**config.mk**
```make
export PLATFORM = sky130hd
export DESIGN_NAME = alu_pipe_flat
export DESIGN_NICKNAME = d
export VERILOG_FILES = /design/src/rtl/alu_pipe_if.sv /design/src/rtl/alu_pipe.sv /design/src/flat_wrapper.sv
export SDC_FILE = /design/constraint.sdc
export NUM_CORES = 1
export LEC_CHECK = 0
export CAP_MARGIN = 20
export CORE_ASPECT_RATIO = 2
export CORE_MARGIN = 2
export CORE_UTILIZATION = 55
export DETAILED_ROUTE_END_ITERATION = 10
export PLACE_DENSITY = 0.79
export SYNTH_ARGS = -nofsm -noshare
export SYNTH_HDL_FRONTEND = slang
export SYNTH_SLANG_ARGS = --single-unit
```
**constraint.sdc**
```tcl
create_clock -name i_clk -period 4 [get_ports i_clk]
set_input_delay 1.2 -clock i_clk [delete_from_list [all_inputs] [get_ports i_clk]]
set_output_delay 1.2 -clock i_clk [all_outputs]
set_load 0.005 [all_outputs]
```
**src/rtl/alu_pipe_if.sv**
```systemverilog
// Handshake bundle between the operand front end, alu_pipe and the result consumer.
// The slave modport is the ALU's view; master is the producer/consumer side.
interface alu_pipe_if #(
    parameter int NB_DATA   = 8,
    parameter int NB_OPCODE = 6
) ();

    logic                 i_valid;
    logic                 o_ready;
    logic [NB_DATA-1:0]   i_op_1;
    logic [NB_DATA-1:0]   i_op_2;
    logic [NB_OPCODE-1:0] i_opcode;
    logic                 i_use_acc;

    logic                 o_valid;
    logic                 i_ready;
    logic [NB_DATA-1:0]   o_result;
    logic                 o_carry;
    logic                 o_overflow;
    logic                 o_zero;
    logic                 o_negative;
    logic                 o_err;

    modport master (
        output i_valid, i_op_1, i_op_2, i_opcode, i_use_acc, i_ready,
        input  o_ready, o_valid, o_result, o_carry, o_overflow, o_zero, o_negative, o_err
    );

    modport slave (
        input  i_valid, i_op_1, i_op_2, i_opcode, i_use_acc, i_ready,
        output o_ready, o_valid, o_result, o_carry, o_overflow, o_zero, o_negative, o_err
    );

endinterface

```
**src/rtl/alu_pipe.sv**
```systemverilog
// Two-stage pipelined ALU with valid/ready handshakes, registered flags and a
// result accumulator that chained operations can use as their first operand.
module alu_pipe #(
    parameter int NB_DATA   = 8,
    parameter int NB_OPCODE = 6
) (
    input logic       i_clk,
    input logic       i_rst,
    alu_pipe_if.slave bus
);

    localparam int MSB = NB_DATA - 1;

    localparam logic [NB_OPCODE-1:0] OP_ADD = NB_OPCODE'(6'b100000);
    localparam logic [NB_OPCODE-1:0] OP_SUB = NB_OPCODE'(6'b100010);
    localparam logic [NB_OPCODE-1:0] OP_AND = NB_OPCODE'(6'b100100);
    localparam logic [NB_OPCODE-1:0] OP_OR  = NB_OPCODE'(6'b100101);
    localparam logic [NB_OPCODE-1:0] OP_XOR = NB_OPCODE'(6'b100110);
    localparam logic [NB_OPCODE-1:0] OP_NOR = NB_OPCODE'(6'b100111);
    localparam logic [NB_OPCODE-1:0] OP_SRA = NB_OPCODE'(6'b000011);
    localparam logic [NB_OPCODE-1:0] OP_SRL = NB_OPCODE'(6'b000010);

    localparam logic [NB_DATA-1:0] SHIFT_LIMIT = NB_DATA'(NB_DATA);

    logic                 s1_valid;
    logic [NB_DATA-1:0]   s1_op_1;
    logic [NB_DATA-1:0]   s1_op_2;
    logic [NB_OPCODE-1:0] s1_opcode;
    logic                 s1_use_acc;

    logic                 out_valid;
    logic [NB_DATA-1:0]   out_result;
    logic                 out_carry;
    logic                 out_overflow;
    logic                 out_zero;
    logic                 out_negative;
    logic                 out_err;
    logic [NB_DATA-1:0]   acc;

    logic                 s1_en;
    logic                 s2_en;

    logic [NB_DATA-1:0]   op_a;
    logic [NB_DATA-1:0]   op_b;
    logic [NB_DATA:0]     sum;
    logic [NB_DATA-1:0]   diff;
    logic signed [NB_DATA-1:0] sra_shifted;
    logic [NB_DATA-1:0]   alu_result;
    logic                 alu_carry;
    logic                 alu_overflow;
    logic                 alu_err;

    // S2 frees up whenever its result leaves or it is empty; S1 rides on S2.
    assign s2_en       = !out_valid || bus.i_ready;
    assign s1_en       = !s1_valid || s2_en;
    assign bus.o_ready = s1_en;

    assign op_a        = s1_use_acc ? acc : s1_op_1;
    assign op_b        = s1_op_2;
    assign sum         = {1'b0, op_a} + {1'b0, op_b};
    assign diff        = op_a - op_b;
    assign sra_shifted = $signed(op_a) >>> op_b;

    always_comb begin
        alu_result   = '0;
        alu_carry    = 1'b0;
        alu_overflow = 1'b0;
        alu_err      = 1'b0;
        case (s1_opcode)
            OP_ADD: begin
                alu_result   = sum[NB_DATA-1:0];
                alu_carry    = sum[NB_DATA];
                alu_overflow = (op_a[MSB] == op_b[MSB]) && (sum[MSB] != op_a[MSB]);
            end
            OP_SUB: begin
                alu_result   = diff;
                alu_carry    = op_a < op_b;
                alu_overflow = (op_a[MSB] != op_b[MSB]) && (diff[MSB] != op_a[MSB]);
            end
            OP_AND:  alu_result = op_a & op_b;
            OP_OR:   alu_result = op_a | op_b;
            OP_XOR:  alu_result = op_a ^ op_b;
            OP_NOR:  alu_result = ~(op_a | op_b);
            // Oversized shift amounts are clamped explicitly rather than relying on operator semantics.
            OP_SRL:  alu_result = (op_b >= SHIFT_LIMIT) ? '0 : (op_a >> op_b);
            OP_SRA:  alu_result = (op_b >= SHIFT_LIMIT) ? {NB_DATA{op_a[MSB]}} : $unsigned(sra_shifted);
            default: alu_err    = 1'b1;
        endcase
    end

    always_ff @(posedge i_clk or posedge i_rst) begin
        if (i_rst) begin
            s1_valid   <= 1'b0;
            s1_op_1    <= '0;
            s1_op_2    <= '0;
            s1_opcode  <= '0;
            s1_use_acc <= 1'b0;
        end else if (s1_en) begin
            s1_valid <= bus.i_valid;
            if (bus.i_valid) begin
                s1_op_1    <= bus.i_op_1;
                s1_op_2    <= bus.i_op_2;
                s1_opcode  <= bus.i_opcode;
                s1_use_acc <= bus.i_use_acc;
            end
        end
    end

    // The accumulator loads together with S2, so the next op always sees this result.
    always_ff @(posedge i_clk or posedge i_rst) begin
        if (i_rst) begin
            out_valid    <= 1'b0;
            out_result   <= '0;
            out_carry    <= 1'b0;
            out_overflow <= 1'b0;
            out_zero     <= 1'b0;
            out_negative <= 1'b0;
            out_err      <= 1'b0;
            acc          <= '0;
        end else if (s2_en) begin
            out_valid <= s1_valid;
            if (s1_valid) begin
                out_result   <= alu_result;
                out_carry    <= alu_carry;
                out_overflow <= alu_overflow;
                out_zero     <= (alu_result == '0);
                out_negative <= alu_result[MSB];
                out_err      <= alu_err;
                acc          <= alu_result;
            end
        end
    end

    assign bus.o_valid    = out_valid;
    assign bus.o_result   = out_result;
    assign bus.o_carry    = out_carry;
    assign bus.o_overflow = out_overflow;
    assign bus.o_zero     = out_zero;
    assign bus.o_negative = out_negative;
    assign bus.o_err      = out_err;

endmodule
```
**src/flat_wrapper.sv**
```systemverilog
// flat-port wrapper written by rule: the top's interface ports become plain ports
module alu_pipe_flat 
#(
    parameter int NB_DATA   = 8,
    parameter int NB_OPCODE = 6
)
  (i_clk, i_rst, bus_i_valid, bus_i_op_1, bus_i_op_2, bus_i_opcode, bus_i_use_acc, bus_i_ready, bus_o_ready, bus_o_valid, bus_o_result, bus_o_carry, bus_o_overflow, bus_o_zero, bus_o_negative, bus_o_err);
  alu_pipe_if #(.NB_DATA(NB_DATA), .NB_OPCODE(NB_OPCODE)) bus_i ();
  input logic i_clk;
  input logic i_rst;
  input wire logic [$bits(bus_i.i_valid)-1:0] bus_i_valid;
  input wire logic [$bits(bus_i.i_op_1)-1:0] bus_i_op_1;
  input wire logic [$bits(bus_i.i_op_2)-1:0] bus_i_op_2;
  input wire logic [$bits(bus_i.i_opcode)-1:0] bus_i_opcode;
  input wire logic [$bits(bus_i.i_use_acc)-1:0] bus_i_use_acc;
  input wire logic [$bits(bus_i.i_ready)-1:0] bus_i_ready;
  output wire logic [$bits(bus_i.o_ready)-1:0] bus_o_ready;
  output wire logic [$bits(bus_i.o_valid)-1:0] bus_o_valid;
  output wire logic [$bits(bus_i.o_result)-1:0] bus_o_result;
  output wire logic [$bits(bus_i.o_carry)-1:0] bus_o_carry;
  output wire logic [$bits(bus_i.o_overflow)-1:0] bus_o_overflow;
  output wire logic [$bits(bus_i.o_zero)-1:0] bus_o_zero;
  output wire logic [$bits(bus_i.o_negative)-1:0] bus_o_negative;
  output wire logic [$bits(bus_i.o_err)-1:0] bus_o_err;
  assign bus_i.i_valid = bus_i_valid;
  assign bus_i.i_op_1 = bus_i_op_1;
  assign bus_i.i_op_2 = bus_i_op_2;
  assign bus_i.i_opcode = bus_i_opcode;
  assign bus_i.i_use_acc = bus_i_use_acc;
  assign bus_i.i_ready = bus_i_ready;
  assign bus_o_ready = bus_i.o_ready;
  assign bus_o_valid = bus_i.o_valid;
  assign bus_o_result = bus_i.o_result;
  assign bus_o_carry = bus_i.o_carry;
  assign bus_o_overflow = bus_i.o_overflow;
  assign bus_o_zero = bus_i.o_zero;
  assign bus_o_negative = bus_i.o_negative;
  assign bus_o_err = bus_i.o_err;
  alu_pipe #(.NB_DATA(NB_DATA), .NB_OPCODE(NB_OPCODE)) u_core (.i_clk(i_clk), .i_rst(i_rst), .bus(bus_i));
endmodule
```
* After elaboration in Yosys (flattened, before gate mapping)
Cells that the tools add are included.
** Cells by class
- Add/subtract/negate cells :: 2
- $lt $le $gt $ge :: 2
- Equality and inequality tests :: 12
- Shift-type cells :: 2
- Mux-type cells :: 7
- Bitwise logic cells :: 4
- Reductions and logical operators :: 10
** Operator list (count)
- case mux 8 bit (8 select lines) :: 1
- equality test 6 bit, second input constant :: 6
- 2-to-1 mux 8 bit :: 3
- equality test 6 x 2 -> 1 bit, second input constant :: 2
- adder 8 x 8 -> 9 bit :: 1
- bitwise AND 8 bit :: 1
- >= comparator 8 x 4 -> 1 bit, second input constant :: 1
- logical NOT 8 bit :: 1
- less-than comparator 8 bit :: 1
- inverter 8 bit :: 1
- bitwise OR 8 bit :: 1
- OR reduction 8 bit :: 1
- >> shifter 8 x 8 -> 8 bit :: 1
- >>> shifter 8 x 8 -> 8 bit :: 1
- subtractor 8 bit :: 1
- XOR 8 bit :: 1
- case mux 1 bit (2 select lines) :: 2
- AND reduction 2 bit :: 2
- inequality test 1 bit :: 3
- logical AND 1 bit :: 2
- logical NOT 1 bit :: 2
- logical OR 1 bit :: 2
- equality test 1 bit :: 1
- 2-to-1 mux 1 bit :: 1
** Storage, ports and cells
- Bits in registers :: 38
- Input port bits :: 27
- Output and inout port bits :: 15
- Logic and storage cells :: 51

* Longest topological paths before layout
- Word-level depth :: 5
- Depth in mapped cells :: 13
- Depth with buffers taken out :: 12

* Least setup slack after synthesis
Ideal clock, no wire load.
- Path kind :: reg2reg
- Start :: reg u_core.s1_use_acc
- End :: reg u_core.out_zero (netlist: u_core.bus.o_zero)
- Setup time :: 0.092 ns
- Arrival :: 2.789 ns
- Data required time :: 3.908 ns
- Path slack :: 1.119 ns
- Cell stages (with the launch flop) :: 14
- Buffers on the path :: 1
- Clock period less this slack :: 2.881 ns
- Path through :: dfrtp_1 -> buf_4 -> mux2_2 -> inv_1 -> ha_1 -> inv_1 -> fa_1 -> nor2b_1 -> o31ai_1 -> o21ai_0 -> o211ai_1 -> xor2_1 -> a211o_1 -> o31ai_2
** Between the ends
- Longest elaborated chain between the ends :: 5
- Elaborated cells between the ends (all ways) :: 13
** Ends and longest elaborated chain
- start: declaration :: RTL line alu_pipe.sv:29 : logic s1_use_acc;
- start signal: assignment :: RTL line alu_pipe.sv:104 : s1_use_acc <= bus.i_use_acc;
- 2-to-1 mux 8 bit * :: RTL line alu_pipe.sv:58 : assign op_a = s1_use_acc ? acc : s1_op_1;
- parallel branches: the longest is 2 deep, another holds subtractor 8 bit
- case mux 8 bit (8 select lines) * :: RTL line alu_pipe.sv:69 : case (s1_opcode)
- logical NOT 8 bit * :: RTL line alu_pipe.sv:126 : out_zero <= (alu_result == '0);
- end signal: assignment :: RTL line alu_pipe.sv:126
- end: declaration :: RTL line alu_pipe.sv:35 : logic out_zero;
Mark *: on every way between the ends.
A chain may end at the register's enable or synchronous reset.

* Worst setup path in the final report
- Start :: in bus_i_ready
- End :: out bus_o_ready
** Between the ends
- Longest elaborated chain between the ends :: 2
** Ends and longest elaborated chain
- start: declaration :: RTL line flat_wrapper.sv:16 : input wire logic [$bits(bus_i.i_ready)-1:0] bus_i_ready;
- logical OR 1 bit :: RTL line alu_pipe.sv:54 : assign s2_en = !out_valid || bus.i_ready;
- logical OR 1 bit :: RTL line alu_pipe.sv:55 : assign s1_en = !s1_valid || s2_en;
- end: declaration :: RTL line flat_wrapper.sv:17 : output wire logic [$bits(bus_i.o_ready)-1:0] bus_o_ready;
Every way passes these cells.

==> results.py <==
metrics = {
    "clocking": {
        "postCtsSetupBuffers": 0,
        "cts_tree": "built",
        "cts-root-buf": "clkbuf_16",
        "cts_made_buffers": 5,
        "cts_buffer_depth": 2,
        "clock-sinks": 37,
        "post_cts_resized": 0,
        "cts_max_level": 2,
        "clkLatencyLatePin_ns": 0.29,
        "cts_hold_buffers": 0,
        "clk_pin_slew_ns": 0.05,
    },
    "global_route": {
        "grt_use_met1": 0.327,
        "top_usage_layer": "met2",
        "grt_overflow": 0,
        "use_met2": 0.518,
        "grt_use_met3": 0.0418,
        "grt_max_degree": 38,
        "grt_antenna_before_repair": 0,
        "grt_util_all_layers": 0.313,
        "grt_pass1_vias": 3137,
        "grt_pass1_wl_um": 15600,
    },
    "logic_synthesis": {
        "syn-num-nets": 425,
        "synthCells": 368,
        "synthArstFlopShare": 1.00,
        "ys_ff_latch": 37,
        "yosys_warnings": 0,
        "ys_seq_area_frac": 0.276,
        "synth_area_mm2": 0.00335,
        "synth.distinct_cells": 63,
        "synth_edf_count": 0,
        "ys.flop_type": "dfrtp_1",
        "syn_avg_cell_area_um2": 9.10,
    },
    "power": {
        "p_leak_nw": 1.76,
        "ir_worst_vdd_uv": 478,
        "power.density_mw_per_mm2": 453,
    },
    "setup_path": {
        "start_kind": "primary input",
        "cp.arrival_ns": 2.32,
        "crit_path_start": "bus_i_ready",
        "cp-end-kind": "primary output",
        "crit_fanout": 3,
        "ff2ff_setup_slack_ns": 0.59,
        "r2r_cells": 12,
        "r2r_start": "u_core.s1_use_acc",
        "endpoint": "bus_o_ready",
        "required_ns": 2.80,
        "critPathKind": "in2out",
        "r2r-end": "u_core.bus.o_zero",
    },
    "floorplan": {
        "initial_utilization": 0.562,
        "ioPinCount": 42,
        "core_mm2": 0.00596,
        "die_x_um": 59.2,
        "die-area_mm2": 0.00677,
        "rows": 40,
        "die_y_um": 114,
    },
    "final_layout": {
        "mostFrequentLayoutCells": "41 x clkdlybuf4s50_1, 37 x dfrtp_1, 29 x mux2_2",
        "n_fill_cell": 480,
        "regArea_um2": 926,
        "stdcell_count": 473,
        "area_growth_pct": 19.7,
        "final_common_cell": "clkdlybuf4s50_1",
        "final_net_count": 466,
        "multi_input_comb_area_mm2": 0.00224,
        "drive_gt1_frac": 0.149,
        "antenna_cells": 0,
    },
    "route": {
        "drtPass1Iterations": 5,
        "wl_um": 9930,
        "dr.first_iter.drc_count": 167,
        "vias_per_cell": 6.50,
        "vias": 3075,
        "drc": 0,
        "ant_nets": 0,
        "wire_per_inst_um": 21.0,
    },
    "sta": {
        "setup_tns_ns": 0,
        "fin_skew_ns": 0.00767,
        "layout_min_cycle_time_ns": 3.52,
        "relSlewSlack": 0.385,
        "rsz0062_at_grt": "false",
        "max_freq_mhz": 284,
        "setup_viol_count_final": 0,
        "slew_violations": 0,
        "fin_crit_sh": 0.880,
        "hold_violations": 0,
        "worst_slew_pin_slew_ns": 0.922,
    },
    "outcome": {
        "status": "completed",
    },
    "min_path": {
        "hp-class": "reg2reg",
    },
    "placed_design": {
        "dp_hpwl_um": 7800,
        "routabilityCongestion": 0.980,
        "port_buffers": 41,
        "dp.cells": 465,
    },
    "run": {
        "cap_viol_max_count": 0,
    },
}
logic make-up after synthesis:
logic type / share of synthesized area
compound gates: 0.195
flops: 0.276
xor+xnor: 0.0471
fa+ha+maj: 0.117
buf+inv: 0.0542
simple gates: 0.157
mux: 0.154
final cells by class:
type | instances | area share
Clock buffer | 7 | 0.0356
Tap cell | 63 | 0.0197
Inverter | 24 | 0.0225
Clock inverter | 1 | 0.00749
Sequential cell | 37 | 0.231
Timing Repair Buffer | 53 | 0.125
Multi-Input combinational cell | 288 | 0.559
power breakdown:
part | total [mW] | switching (mW) | internal [mW] | leakage (nW)
combinational | 0.846 | 0.461 | 0.385 | 1.23
clock | 0.459 | 0.148 | 0.311 | 0.0841
sequential | 0.512 | 0.0857 | 0.426 | 0.446
total | 1.82 | 0.695 | 1.12 | 1.76
per-stage QoR:
stage | area (um2) | worst slack [ns] | util | hold slack [ns] | power, mW
finish | 4010 | 0.479 | 0.673 | 0.510 | 1.82
global route | 4010 | 0.437 | 0.673 | 0.535 | 1.92
CTS | 4010 | 0.475 | 0.673 | 0.511 | 1.81
detailed placement | 3840 | 0.480 | 0.644 | 0.492 | 1.34
global placement | 3840 | 0.496 | 0.644 | 0.488 | 1.33
floorplan | 3350 | 1.12 | - | 0.471 | 1.08
per-layer routing:
| layer | share of wire | up-vias |
|---|---|---|
| met4 | 0.084 | 0 |
| met3 | 0.047 | 47 |
| met2 | 0.52 | 132 |
| met1 | 0.35 | 1466 |
| met5 | 0 | - |
| li1 | - | 1430 |
critical path, stage by stage:
cell and delay [ns]:
clkdlybuf4s50_1 0.46, nand3b_1 0.15, clkdlybuf4s50_1 0.52
synthesized netlist by cell type (2+ instances only):
master	number	share of area
fa_1	2	0.012
a221oi_1	2	0.0052
and3b_1	2	0.0052
a31oi_1	7	0.013
nor3_1	5	0.0075
buf_1	3	0.0034
nand4_1	3	0.0056
o221ai_1	3	0.0078
a22o_1	2	0.0052
buf_2	4	0.0060
and3_1	6	0.011
xnor2_1	14	0.037
ha_1	28	0.10
a21o_1	5	0.011
mux2_2	29	0.097
inv_1	22	0.025
nand2_1	26	0.029
o22ai_1	5	0.0093
a211oi_1	4	0.0090
a22oi_1	3	0.0067
clkbuf_1	9	0.010
o21bai_1	3	0.0067
dfrtp_1	37	0.28
a21oi_1	20	0.030
nand2b_1	9	0.017
nor4_1	6	0.011
mux2i_1	13	0.039
or3_1	3	0.0056
nand3_1	4	0.0060
mux4_2	2	0.013
xor2_1	4	0.010
o32ai_1	2	0.0052
o211ai_1	8	0.018
nor2b_1	3	0.0056
nor2_1	23	0.026
buf_4	2	0.0045
a211o_1	4	0.010
o21ai_0	14	0.021
o2111ai_1	3	0.0078
how the worst min path moves through the flow:
stage | from | to | slack, ns | depth (start not counted)
global route | u_core.s1_op_1[0] | u_core.s1_op_1[0] | 0.54 | 1
floorplan | u_core.s1_valid | u_core.bus.o_valid | 0.47 | 1
global placement | u_core.s1_op_1[5] | u_core.s1_op_1[5] | 0.49 | 1
finish | u_core.s1_op_1[5] | u_core.s1_op_1[5] | 0.51 | 1
detailed placement | u_core.bus.o_err | u_core.bus.o_err | 0.49 | 2
CTS | u_core.s1_op_1[5] | u_core.s1_op_1[5] | 0.51 | 1
sequential cells by signal (all words and copies together) (netlist names):
name / count
u_core.bus.o_zero: 1
u_core.op_b: 8
u_core.s1_valid: 1
u_core.bus.o_negative: 1
u_core.s1_use_acc: 1
u_core.bus.o_result: 7
u_core.s1_op_1: 8
u_core.s1_opcode: 6
u_core.bus.o_valid: 1
u_core.bus.o_carry: 1
u_core.bus.o_overflow: 1
u_core.bus.o_err: 1
No activity file was read; power rests on OpenSTA's default activity.
